[src/rtl/control_unit_if.sv]
`default_nettype none
// ============================================================================
//  Module      : control_unit_if
//  Description : Bundle of signals between the instruction sequencer and the
//                datapath. The sequencer uses the master modport. The datapath
//                side, or a bench standing in for it, uses the slave modport.
//  Signals     : i_run, i_ir[15:0], i_decoding, i_ex_done   (into sequencer)
//                o_fetch, o_execute, o_is_ind, o_is_dir, register-reference
//                op lines, memory-reference op lines, o_busy, o_halt, o_err,
//                o_icount[15:0]                            (out of sequencer)
//  Revision    : 1.0  initial release
// ============================================================================
interface control_unit_if;
    logic        i_run;
    logic [15:0] i_ir;
    logic        i_decoding;
    logic        i_ex_done;

    logic        o_fetch;
    logic        o_execute;
    logic        o_is_ind;
    logic        o_is_dir;
    logic        o_clr_ac;
    logic        o_clr_e;
    logic        o_comp_ac;
    logic        o_load_ac;
    logic        o_cir_r;
    logic        o_cir_l;
    logic        o_inc_ac;
    logic        o_add;
    logic        o_load;
    logic        o_store;
    logic        o_branch;
    logic        o_isz;
    logic        o_busy;
    logic        o_halt;
    logic        o_err;
    logic [15:0] o_icount;

    modport master (
        input  i_run, i_ir, i_decoding, i_ex_done,
        output o_fetch, o_execute, o_is_ind, o_is_dir,
               o_clr_ac, o_clr_e, o_comp_ac, o_load_ac, o_cir_r, o_cir_l, o_inc_ac,
               o_add, o_load, o_store, o_branch, o_isz,
               o_busy, o_halt, o_err, o_icount
    );

    modport slave (
        output i_run, i_ir, i_decoding, i_ex_done,
        input  o_fetch, o_execute, o_is_ind, o_is_dir,
               o_clr_ac, o_clr_e, o_comp_ac, o_load_ac, o_cir_r, o_cir_l, o_inc_ac,
               o_add, o_load, o_store, o_branch, o_isz,
               o_busy, o_halt, o_err, o_icount
    );
endinterface
`default_nettype wire

[src/rtl/control_unit.sv]
`default_nettype none
// ============================================================================
//  Module      : control_unit
//  Description : Instruction sequencer for the 16-bit accumulator CPU. It
//                issues the fetch pulse and waits IR_WAIT cycles for the
//                instruction register. It then decodes the opcode and
//                sequences indirect addressing. It holds a single op line
//                together with o_execute until the datapath reports done.
//                It also counts retired instructions and flags protocol
//                errors and execute timeouts.
//  Ports       : clk        rising-edge clock
//                i_clr_reg  asynchronous active-high reset
//                bus        control_unit_if.master (handshake, IR, op lines,
//                           status and retired-instruction count)
//  Revision    : 1.0  initial release
// ============================================================================
module control_unit #(
    parameter int IR_WAIT  = 3,
    parameter int IND_WAIT = 2,
    parameter int TIMEOUT  = 15
) (
    input  wire            clk,
    input  wire            i_clr_reg,
    control_unit_if.master bus
);
    localparam logic [2:0] c_st_idle   = 3'd0;
    localparam logic [2:0] c_st_fetch  = 3'd1;
    localparam logic [2:0] c_st_decode = 3'd2;
    localparam logic [2:0] c_st_ind    = 3'd3;
    localparam logic [2:0] c_st_exec   = 3'd4;
    localparam logic [2:0] c_st_halt   = 3'd5;

    // The cycle counter restarts at 0 on entry to FETCH, IND and EXEC. It
    // keeps running from FETCH into DECODE, so in FETCH/DECODE it holds the
    // number of cycles since the fetch edge.
    localparam logic [3:0] c_ir_latch = 4'(IR_WAIT - 1);
    localparam logic [3:0] c_ir_done  = 4'(IR_WAIT);
    localparam logic [3:0] c_ind_done = 4'(IND_WAIT);
    localparam logic [3:0] c_tmo_last = 4'(TIMEOUT - 1);

    logic [2:0]  r_state;
    logic [2:0]  w_next;
    logic [3:0]  r_cnt;
    logic [15:0] r_ir;
    logic        r_dec_bad;
    logic        r_err;
    logic [15:0] r_icount;
    logic        w_set_err;
    logic        w_retire;
    logic        w_latch;

    // Decode of the latched instruction
    logic        w_ind;
    logic [2:0]  w_op;
    logic        w_mem;
    logic        w_illegal;
    logic        w_hlt;
    logic        w_rref;
    logic        w_nop;
    logic [6:0]  w_rsel;   // [6]=clr_ac .. [0]=inc_ac

    assign w_ind     = r_ir[15];
    assign w_op      = r_ir[14:12];
    assign w_mem     = (w_op < 3'd5);
    assign w_illegal = (w_op == 3'd5) || (w_op == 3'd6);
    assign w_hlt     = (w_op == 3'd7) && w_ind;
    assign w_rref    = (w_op == 3'd7) && !w_ind;
    assign w_nop     = w_rref && (r_ir[11:5] == 7'd0);

    // The highest set bit wins. Once load_ac (bit 8) is chosen, IR[7:0] is
    // immediate data, and the priority chain never reaches those bits.
    always_comb begin
        w_rsel = 7'd0;
        if      (r_ir[11]) w_rsel[6] = 1'b1;
        else if (r_ir[10]) w_rsel[5] = 1'b1;
        else if (r_ir[9])  w_rsel[4] = 1'b1;
        else if (r_ir[8])  w_rsel[3] = 1'b1;
        else if (r_ir[7])  w_rsel[2] = 1'b1;
        else if (r_ir[6])  w_rsel[1] = 1'b1;
        else if (r_ir[5])  w_rsel[0] = 1'b1;
    end

    assign w_latch = ((r_state == c_st_fetch) || (r_state == c_st_decode)) &&
                     (r_cnt == c_ir_latch);

    // ---------------- state register and datapath registers ----------------
    always_ff @(posedge clk or posedge i_clr_reg) begin
        if (i_clr_reg) begin
            r_state   <= c_st_idle;
            r_cnt     <= 4'd0;
            r_ir      <= 16'd0;
            r_dec_bad <= 1'b0;
            r_err     <= 1'b0;
            r_icount  <= 16'd0;
        end else begin
            r_state <= w_next;
            if ((w_next != r_state) && (w_next != c_st_decode))
                r_cnt <= 4'd0;
            else
                r_cnt <= r_cnt + 4'd1;
            if (w_latch) begin
                r_ir      <= bus.i_ir;
                r_dec_bad <= ~bus.i_decoding;
            end
            if (w_set_err)
                r_err <= 1'b1;
            if (w_retire)
                r_icount <= r_icount + 16'd1;
        end
    end

    // ---------------- next-state logic ----------------
    always_comb begin
        w_next    = r_state;
        w_set_err = 1'b0;
        w_retire  = 1'b0;
        case (r_state)
            c_st_idle, c_st_halt: begin
                if (bus.i_run)
                    w_next = c_st_fetch;
            end
            c_st_fetch: begin
                w_next = c_st_decode;
            end
            c_st_decode: begin
                // One cycle after the IR sample, act on the latched copy.
                if (r_cnt == c_ir_done) begin
                    if (r_dec_bad || w_illegal) begin
                        w_next    = c_st_halt;
                        w_set_err = 1'b1;
                    end else if (w_hlt) begin
                        w_next   = c_st_halt;
                        w_retire = 1'b1;
                    end else if (w_nop) begin
                        w_next   = c_st_fetch;
                        w_retire = 1'b1;
                    end else if (w_mem && w_ind) begin
                        w_next = c_st_ind;
                    end else begin
                        w_next = c_st_exec;
                    end
                end
            end
            c_st_ind: begin
                if (r_cnt == c_ind_done)
                    w_next = c_st_exec;
            end
            c_st_exec: begin
                // Done is ignored in the first EXEC cycle. If done arrives in
                // the same cycle as expiry, done takes priority.
                if ((r_cnt != 4'd0) && bus.i_ex_done) begin
                    w_next   = c_st_fetch;
                    w_retire = 1'b1;
                end else if (r_cnt == c_tmo_last) begin
                    w_next    = c_st_halt;
                    w_set_err = 1'b1;
                end
            end
            default: begin
                w_next = c_st_idle;
            end
        endcase
    end

    // ---------------- output logic (registered from next state) ----------------
    logic       w_fetch, w_execute, w_is_ind, w_is_dir, w_busy, w_halt;
    logic [4:0] w_mem_ops;   // [4]=add [3]=load [2]=store [1]=branch [0]=isz
    logic [6:0] w_reg_ops;
    logic       r_fetch, r_execute, r_is_ind, r_is_dir, r_busy, r_halt;
    logic [4:0] r_mem_ops;
    logic [6:0] r_reg_ops;

    always_comb begin
        w_fetch   = (w_next == c_st_fetch);
        w_execute = (w_next == c_st_exec);
        w_is_ind  = (w_next == c_st_ind) && (r_state != c_st_ind);
        w_is_dir  = w_execute && w_mem;
        w_busy    = (w_next != c_st_idle) && (w_next != c_st_halt);
        w_halt    = (w_next == c_st_halt);
        w_mem_ops = 5'd0;
        w_reg_ops = 7'd0;
        if (w_execute && w_mem)
            w_mem_ops = 5'b10000 >> w_op;
        if (w_execute && w_rref)
            w_reg_ops = w_rsel;
    end

    always_ff @(posedge clk or posedge i_clr_reg) begin
        if (i_clr_reg) begin
            r_fetch   <= 1'b0;
            r_execute <= 1'b0;
            r_is_ind  <= 1'b0;
            r_is_dir  <= 1'b0;
            r_busy    <= 1'b0;
            r_halt    <= 1'b0;
            r_mem_ops <= 5'd0;
            r_reg_ops <= 7'd0;
        end else begin
            r_fetch   <= w_fetch;
            r_execute <= w_execute;
            r_is_ind  <= w_is_ind;
            r_is_dir  <= w_is_dir;
            r_busy    <= w_busy;
            r_halt    <= w_halt;
            r_mem_ops <= w_mem_ops;
            r_reg_ops <= w_reg_ops;
        end
    end

    assign bus.o_fetch   = r_fetch;
    assign bus.o_execute = r_execute;
    assign bus.o_is_ind  = r_is_ind;
    assign bus.o_is_dir  = r_is_dir;
    assign bus.o_busy    = r_busy;
    assign bus.o_halt    = r_halt;
    assign bus.o_err     = r_err;
    assign bus.o_icount  = r_icount;
    assign bus.o_add     = r_mem_ops[4];
    assign bus.o_load    = r_mem_ops[3];
    assign bus.o_store   = r_mem_ops[2];
    assign bus.o_branch  = r_mem_ops[1];
    assign bus.o_isz     = r_mem_ops[0];
    assign bus.o_clr_ac  = r_reg_ops[6];
    assign bus.o_clr_e   = r_reg_ops[5];
    assign bus.o_comp_ac = r_reg_ops[4];
    assign bus.o_load_ac = r_reg_ops[3];
    assign bus.o_cir_r   = r_reg_ops[2];
    assign bus.o_cir_l   = r_reg_ops[1];
    assign bus.o_inc_ac  = r_reg_ops[0];
endmodule
`default_nettype wire

[src/flat_wrapper.sv]
// flat-port wrapper written by rule: the top's interface ports become plain ports
module control_unit_flat 
#(
    parameter int IR_WAIT  = 3,
    parameter int IND_WAIT = 2,
    parameter int TIMEOUT  = 15
)
  (clk, i_clr_reg, bus_i_run, bus_i_ir, bus_i_decoding, bus_i_ex_done, bus_o_fetch, bus_o_execute, bus_o_is_ind, bus_o_is_dir, bus_o_clr_ac, bus_o_clr_e, bus_o_comp_ac, bus_o_load_ac, bus_o_cir_r, bus_o_cir_l, bus_o_inc_ac, bus_o_add, bus_o_load, bus_o_store, bus_o_branch, bus_o_isz, bus_o_busy, bus_o_halt, bus_o_err, bus_o_icount);
  control_unit_if bus_i ();
  input  wire clk;
  input  wire i_clr_reg;
  input wire logic [$bits(bus_i.i_run)-1:0] bus_i_run;
  input wire logic [$bits(bus_i.i_ir)-1:0] bus_i_ir;
  input wire logic [$bits(bus_i.i_decoding)-1:0] bus_i_decoding;
  input wire logic [$bits(bus_i.i_ex_done)-1:0] bus_i_ex_done;
  output wire logic [$bits(bus_i.o_fetch)-1:0] bus_o_fetch;
  output wire logic [$bits(bus_i.o_execute)-1:0] bus_o_execute;
  output wire logic [$bits(bus_i.o_is_ind)-1:0] bus_o_is_ind;
  output wire logic [$bits(bus_i.o_is_dir)-1:0] bus_o_is_dir;
  output wire logic [$bits(bus_i.o_clr_ac)-1:0] bus_o_clr_ac;
  output wire logic [$bits(bus_i.o_clr_e)-1:0] bus_o_clr_e;
  output wire logic [$bits(bus_i.o_comp_ac)-1:0] bus_o_comp_ac;
  output wire logic [$bits(bus_i.o_load_ac)-1:0] bus_o_load_ac;
  output wire logic [$bits(bus_i.o_cir_r)-1:0] bus_o_cir_r;
  output wire logic [$bits(bus_i.o_cir_l)-1:0] bus_o_cir_l;
  output wire logic [$bits(bus_i.o_inc_ac)-1:0] bus_o_inc_ac;
  output wire logic [$bits(bus_i.o_add)-1:0] bus_o_add;
  output wire logic [$bits(bus_i.o_load)-1:0] bus_o_load;
  output wire logic [$bits(bus_i.o_store)-1:0] bus_o_store;
  output wire logic [$bits(bus_i.o_branch)-1:0] bus_o_branch;
  output wire logic [$bits(bus_i.o_isz)-1:0] bus_o_isz;
  output wire logic [$bits(bus_i.o_busy)-1:0] bus_o_busy;
  output wire logic [$bits(bus_i.o_halt)-1:0] bus_o_halt;
  output wire logic [$bits(bus_i.o_err)-1:0] bus_o_err;
  output wire logic [$bits(bus_i.o_icount)-1:0] bus_o_icount;
  assign bus_i.i_run = bus_i_run;
  assign bus_i.i_ir = bus_i_ir;
  assign bus_i.i_decoding = bus_i_decoding;
  assign bus_i.i_ex_done = bus_i_ex_done;
  assign bus_o_fetch = bus_i.o_fetch;
  assign bus_o_execute = bus_i.o_execute;
  assign bus_o_is_ind = bus_i.o_is_ind;
  assign bus_o_is_dir = bus_i.o_is_dir;
  assign bus_o_clr_ac = bus_i.o_clr_ac;
  assign bus_o_clr_e = bus_i.o_clr_e;
  assign bus_o_comp_ac = bus_i.o_comp_ac;
  assign bus_o_load_ac = bus_i.o_load_ac;
  assign bus_o_cir_r = bus_i.o_cir_r;
  assign bus_o_cir_l = bus_i.o_cir_l;
  assign bus_o_inc_ac = bus_i.o_inc_ac;
  assign bus_o_add = bus_i.o_add;
  assign bus_o_load = bus_i.o_load;
  assign bus_o_store = bus_i.o_store;
  assign bus_o_branch = bus_i.o_branch;
  assign bus_o_isz = bus_i.o_isz;
  assign bus_o_busy = bus_i.o_busy;
  assign bus_o_halt = bus_i.o_halt;
  assign bus_o_err = bus_i.o_err;
  assign bus_o_icount = bus_i.o_icount;
  control_unit #(.IR_WAIT(IR_WAIT), .IND_WAIT(IND_WAIT), .TIMEOUT(TIMEOUT)) u_core (.clk(clk), .i_clr_reg(i_clr_reg), .bus(bus_i));
endmodule
[config.mk]
export PLATFORM = sky130hd
export DESIGN_NAME = control_unit_flat
export DESIGN_NICKNAME = d
export VERILOG_FILES = /design/src/rtl/control_unit_if.sv /design/src/rtl/control_unit.sv /design/src/flat_wrapper.sv
export SDC_FILE = /design/constraint.sdc
export NUM_CORES = 1
export LEC_CHECK = 0
export CORE_UTILIZATION = 38
export CTS_CLUSTER_SIZE = 28
export DETAILED_ROUTE_END_ITERATION = 16
export GPL_TIMING_DRIVEN = 0
export PLACE_DENSITY_LB_ADDON = 0.05
export SETUP_SLACK_MARGIN = 0.02
export SKIP_LAST_GASP = 1
export SYNTH_ARGS = -nofsm -noshare
export SYNTH_HDL_FRONTEND = slang
export SYNTH_SLANG_ARGS = --single-unit
[constraint.sdc]
create_clock -name clk -period 3 [get_ports clk]
set_input_delay 0.3 -clock clk [delete_from_list [all_inputs] [get_ports clk]]
set_output_delay 0.3 -clock clk [all_outputs]
set_load 0.005 [all_outputs]
==> impl_metrics.py, run 1 <==
metrics = {
    "status": {
        "status": "finished clean",
    },
    "timing": {
        "drv_slew": 0,
        "hold_viol_final": 0,
        "rsz0062_at_grt": "no",
        "fmax_mhz": 378.0,
        "period_share_pct": 88.17,
        "relSlewSlack_pct": 42.52,
        "fin_crit_ps": 2645,
        "worst_slew_pin_slew_ps": 854.4,
        "setup_viol": 0,
        "setup-tns-final_ps": 0,
        "fin_skew_ps": 10.48,
    },
    "grt": {
        "grt.total_usage_pct": 15.49,
        "use_met2_pct": 23.50,
        "grt_max_degree": 30,
        "busiest_layer": "met2",
        "met3_usage_pct": 3.462,
        "grt_pass1_wl_um": 8645,
        "use_met1_pct": 21.99,
        "grt_pass1_vias": 1711,
        "overflow": 0,
        "antenna_found_initial": 0,
    },
    "clock_tree": {
        "h-tree-depth": 2,
        "post_cts_resized": 0,
        "cts_tree": "yes",
        "clkLatencyLatePin_ps": 310,
        "clockBufferDepth": 2,
        "root_buffer": "clkbuf_8",
        "cts.sinks": 54,
        "numCtsBuffers": 5,
        "cts_hold_buf": 0,
        "cts.clk_slew.worst_paths_ps": 100,
        "post_cts_buffers": 0,
    },
    "placement": {
        "port_buffers": 50,
        "gp_congestion": 0.8013,
        "hpwl_um": 3658,
        "dp_cells": 348,
    },
    "finish": {
        "multi_input_area_um2": 1095,
        "syn2layout_area_growth_pct": 27.73,
        "fin_nets": 303,
        "regArea_um2": 1351,
        "final_common_cell": "dfrtp_1",
        "diodes": 0,
        "layout.cells.non_filler": 356,
        "drive_above_1_share_pct": 13.98,
        "post-route-util_pct": 50.72,
        "final_cell_mix": "54 x dfrtp_1, 50 x clkdlybuf4s50_1, 15 x nand2_1",
        "fillCellCount": 612,
    },
    "power": {
        "p_sw_uw": 899.2,
        "p_total_mw": 2.451,
        "ir_drop_uv": 351.3,
        "intPower_mw": 1.552,
        "pwr-share-clk_pct": 16.4,
        "comb_power_share_pct": 41.5,
        "power_leakage_nw": 1.335,
        "swShare_pct": 36.68,
        "cellPowerDensity_nw_per_um2": 756.7,
        "p_seq_share_pct": 42.1,
    },
    "routing": {
        "drtIter0Drc": 95,
        "via_per_inst": 4.997,
        "vias": 1779,
        "drt_pass1_iterations": 4,
        "wl_per_cell_um": 13.83,
        "drc": 0,
        "wirelength_um": 4924,
        "antenna_left": 0,
    },
    "synthesis": {
        "synth_edf_count": 0,
        "synth_top_flop_cell": "dfrtp_1",
        "yosysSeqAreaShare_pct": 53.28,
        "ys_types": 49,
        "syn_avg_cell_area_um2": 11.53,
        "syn-cell-area_um2": 2536,
        "syn-num-nets": 245,
        "yosys_warnings": 0,
        "netlist_instances": 220,
        "yosys_register_bits": 54,
        "ys_async_sr_fraction_pct": 100.0,
    },
    "floorplanning": {
        "dieWidth_um": 83.70,
        "initial_core_util_pct": 39.71,
        "core_area_um2": 6386,
        "die_area_um2": 7005,
        "row_count": 29,
        "pin_count": 56,
        "die_y_um": 83.70,
    },
    "critical_path": {
        "critPathBufInv": 2,
        "critPathRequiredTime_ps": 3200,
        "worstPathCellList": "inv_1 > ha_1 > or3b_2 > a311oi_1 > a221oi_2 > or3_1 > buf_2 > nor4b_2",
        "worstSetupPathType": "reg -> reg",
        "critPathMaxFanout": 8,
        "cp-start-kind": "flop",
        "critPathMaxStageDelay_ps": 480,
        "cpMaxStageDelayCell": "a311oi_1",
        "cp_top_family": "simple AND/OR/NAND/NOR gates",
        "arrival_ps": 2840,
        "end_kind": "flop",
    },
    "min_path": {
        "hold_class": "in -> async",
    },
    "flow_run": {
        "drv_cap": 0,
    },
}
-- registers in the layout, summed over array words and instances, names as in the netlist --
signal,flops
u_core.bus.o_icount,16
u_core.r_ir,11
u_core.r_reg_ops,7
u_core.r_mem_ops,5
u_core.r_cnt,4
u_core.r_state,3
u_core.bus.o_busy,1
u_core.bus.o_err,1
u_core.bus.o_execute,1
u_core.bus.o_fetch,1
u_core.bus.o_halt,1
u_core.bus.o_is_dir,1
u_core.bus.o_is_ind,1
u_core.r_dec_bad,1
-- power by group through the flow --
stage,Combinational (mW),Sequential (mW),Clock [mW]
2_1_floorplan,0.732,1.03,0
3_3_place_gp,1.02,1.05,0
3_5_place_dp,1.02,1.05,0
4_1_cts,1.03,1.03,0.423
5_1_grt,1.15,1.07,0.457
6_report,1.02,1.03,0.402
-- worst reg2reg max path: cells and delay by family (launching register included) --
family / cells / cell delay (ps)
flops: 1 / 420
simple gates: 3 / 1060
compound gates: 2 / 610
buf+inv: 2 / 280
fa+ha+maj: 1 / 160
-- metrics by stage --
step                cell area [um^2]  hold slack [ps]  worst slack [ps]
floorplan                       2536            384.8             697.4
global placement                3133            455.9             313.6
detailed placement              3153            462.8             429.3
CTS                             3239            361.6             397.0
global route                    3239            383.9             162.8
finish                          3239            358.4             354.8
-- final cells by class --
class | instances | share of cell area [%]
plain buffers | 9 | 1.390
clock buffers | 6 | 2.240
clock inverters | 2 | 0.4249
inverters | 12 | 1.390
multi-input cells | 145 | 33.80
flip-flops and latches | 54 | 41.72
well taps | 77 | 2.974
repair buffers | 51 | 16.07
-- worst paths after layout --
check,startpoint,to,slack (ps),cells past startpoint
setup reg to reg,u_core.r_cnt[0]$_DFF_PP0_,u_core.r_mem_ops[3]$_DFF_PP0_,350,8
hold / removal,i_clr_reg,u_core.r_ir[8]$_DFFE_PP0P_,360,2
hold reg to reg,u_core.bus.o_icount[15]$_DFFE_PP0P_,u_core.bus.o_icount[15]$_DFFE_PP0P_,470,1
setup / recovery,u_core.r_cnt[0]$_DFF_PP0_,u_core.r_mem_ops[3]$_DFF_PP0_,350,8
max in group asynchronous,i_clr_reg,u_core.bus.o_is_ind$_DFF_PP0_,2090,3
min in group clk,u_core.bus.o_icount[15]$_DFFE_PP0P_,u_core.bus.o_icount[15]$_DFFE_PP0P_,470,1
-- metal layers --
| layer | wire, um | up-vias |
|---|---|---|
| met4 | 66 | 0 |
| met3 | 155 | 6 |
| met2 | 2337 | 28 |
| met1 | 2364 | 853 |
| li1 | - | 892 |
| met5 | 0 | - |
-- kinds of logic after synthesis --
| group | Yosys count | synth area share, % |
|---|---|---|
| AOI/OAI and AO/OA | 31 | 9.423 |
| xor gates and xnor gates | 19 | 6.561 |
| adders and majority gates | 4 | 1.973 |
| buffers and inverters | 21 | 3.552 |
| DFF | 54 | 53.28 |
| muxes | 11 | 4.884 |
| and+or+nand+nor | 80 | 20.33 |
-- synthesized netlist by cell type, drive strengths merged (5+ instances only) --
library cell	n	area [um^2]
nand3	5	25.02
nand2	15	56.30
xnor2	11	96.34
inv	12	45.04
xor2	8	70.07
dfrtp	54	1351
a211oi	5	42.54
o21ai	6	30.03
nand2b	5	31.28
mux2	11	123.9
nor2	10	37.54
and3	6	37.54
a21oi	7	35.03
clkbuf	5	18.77
No activity file was read; power rests on OpenSTA's default activity.
==> run 2, diff against run 1 <==
==> constraint.sdc (replaced) <==
create_clock -name clk -period 3.13 [get_ports clk]
set_input_delay 0.313 -clock clk [delete_from_list [all_inputs] [get_ports clk]]
set_output_delay 0.313 -clock clk [all_outputs]
set_load 0.005 [all_outputs]
==> results of run 2 <==
The final DEF is identical to that of run 1. Status: finished clean.
Main changes from that run: setup slack after placement 429.3 ps -> 559.3 ps; setup slack after layout 354.8 ps -> 484.8 ps; hold slack 358.4 ps -> 371.4 ps; register-to-register setup slack 350 ps -> 480 ps; total power 2.451 mW -> 2.349 mW; worst IR drop on VDD 351.3 uV -> 336.7 uV
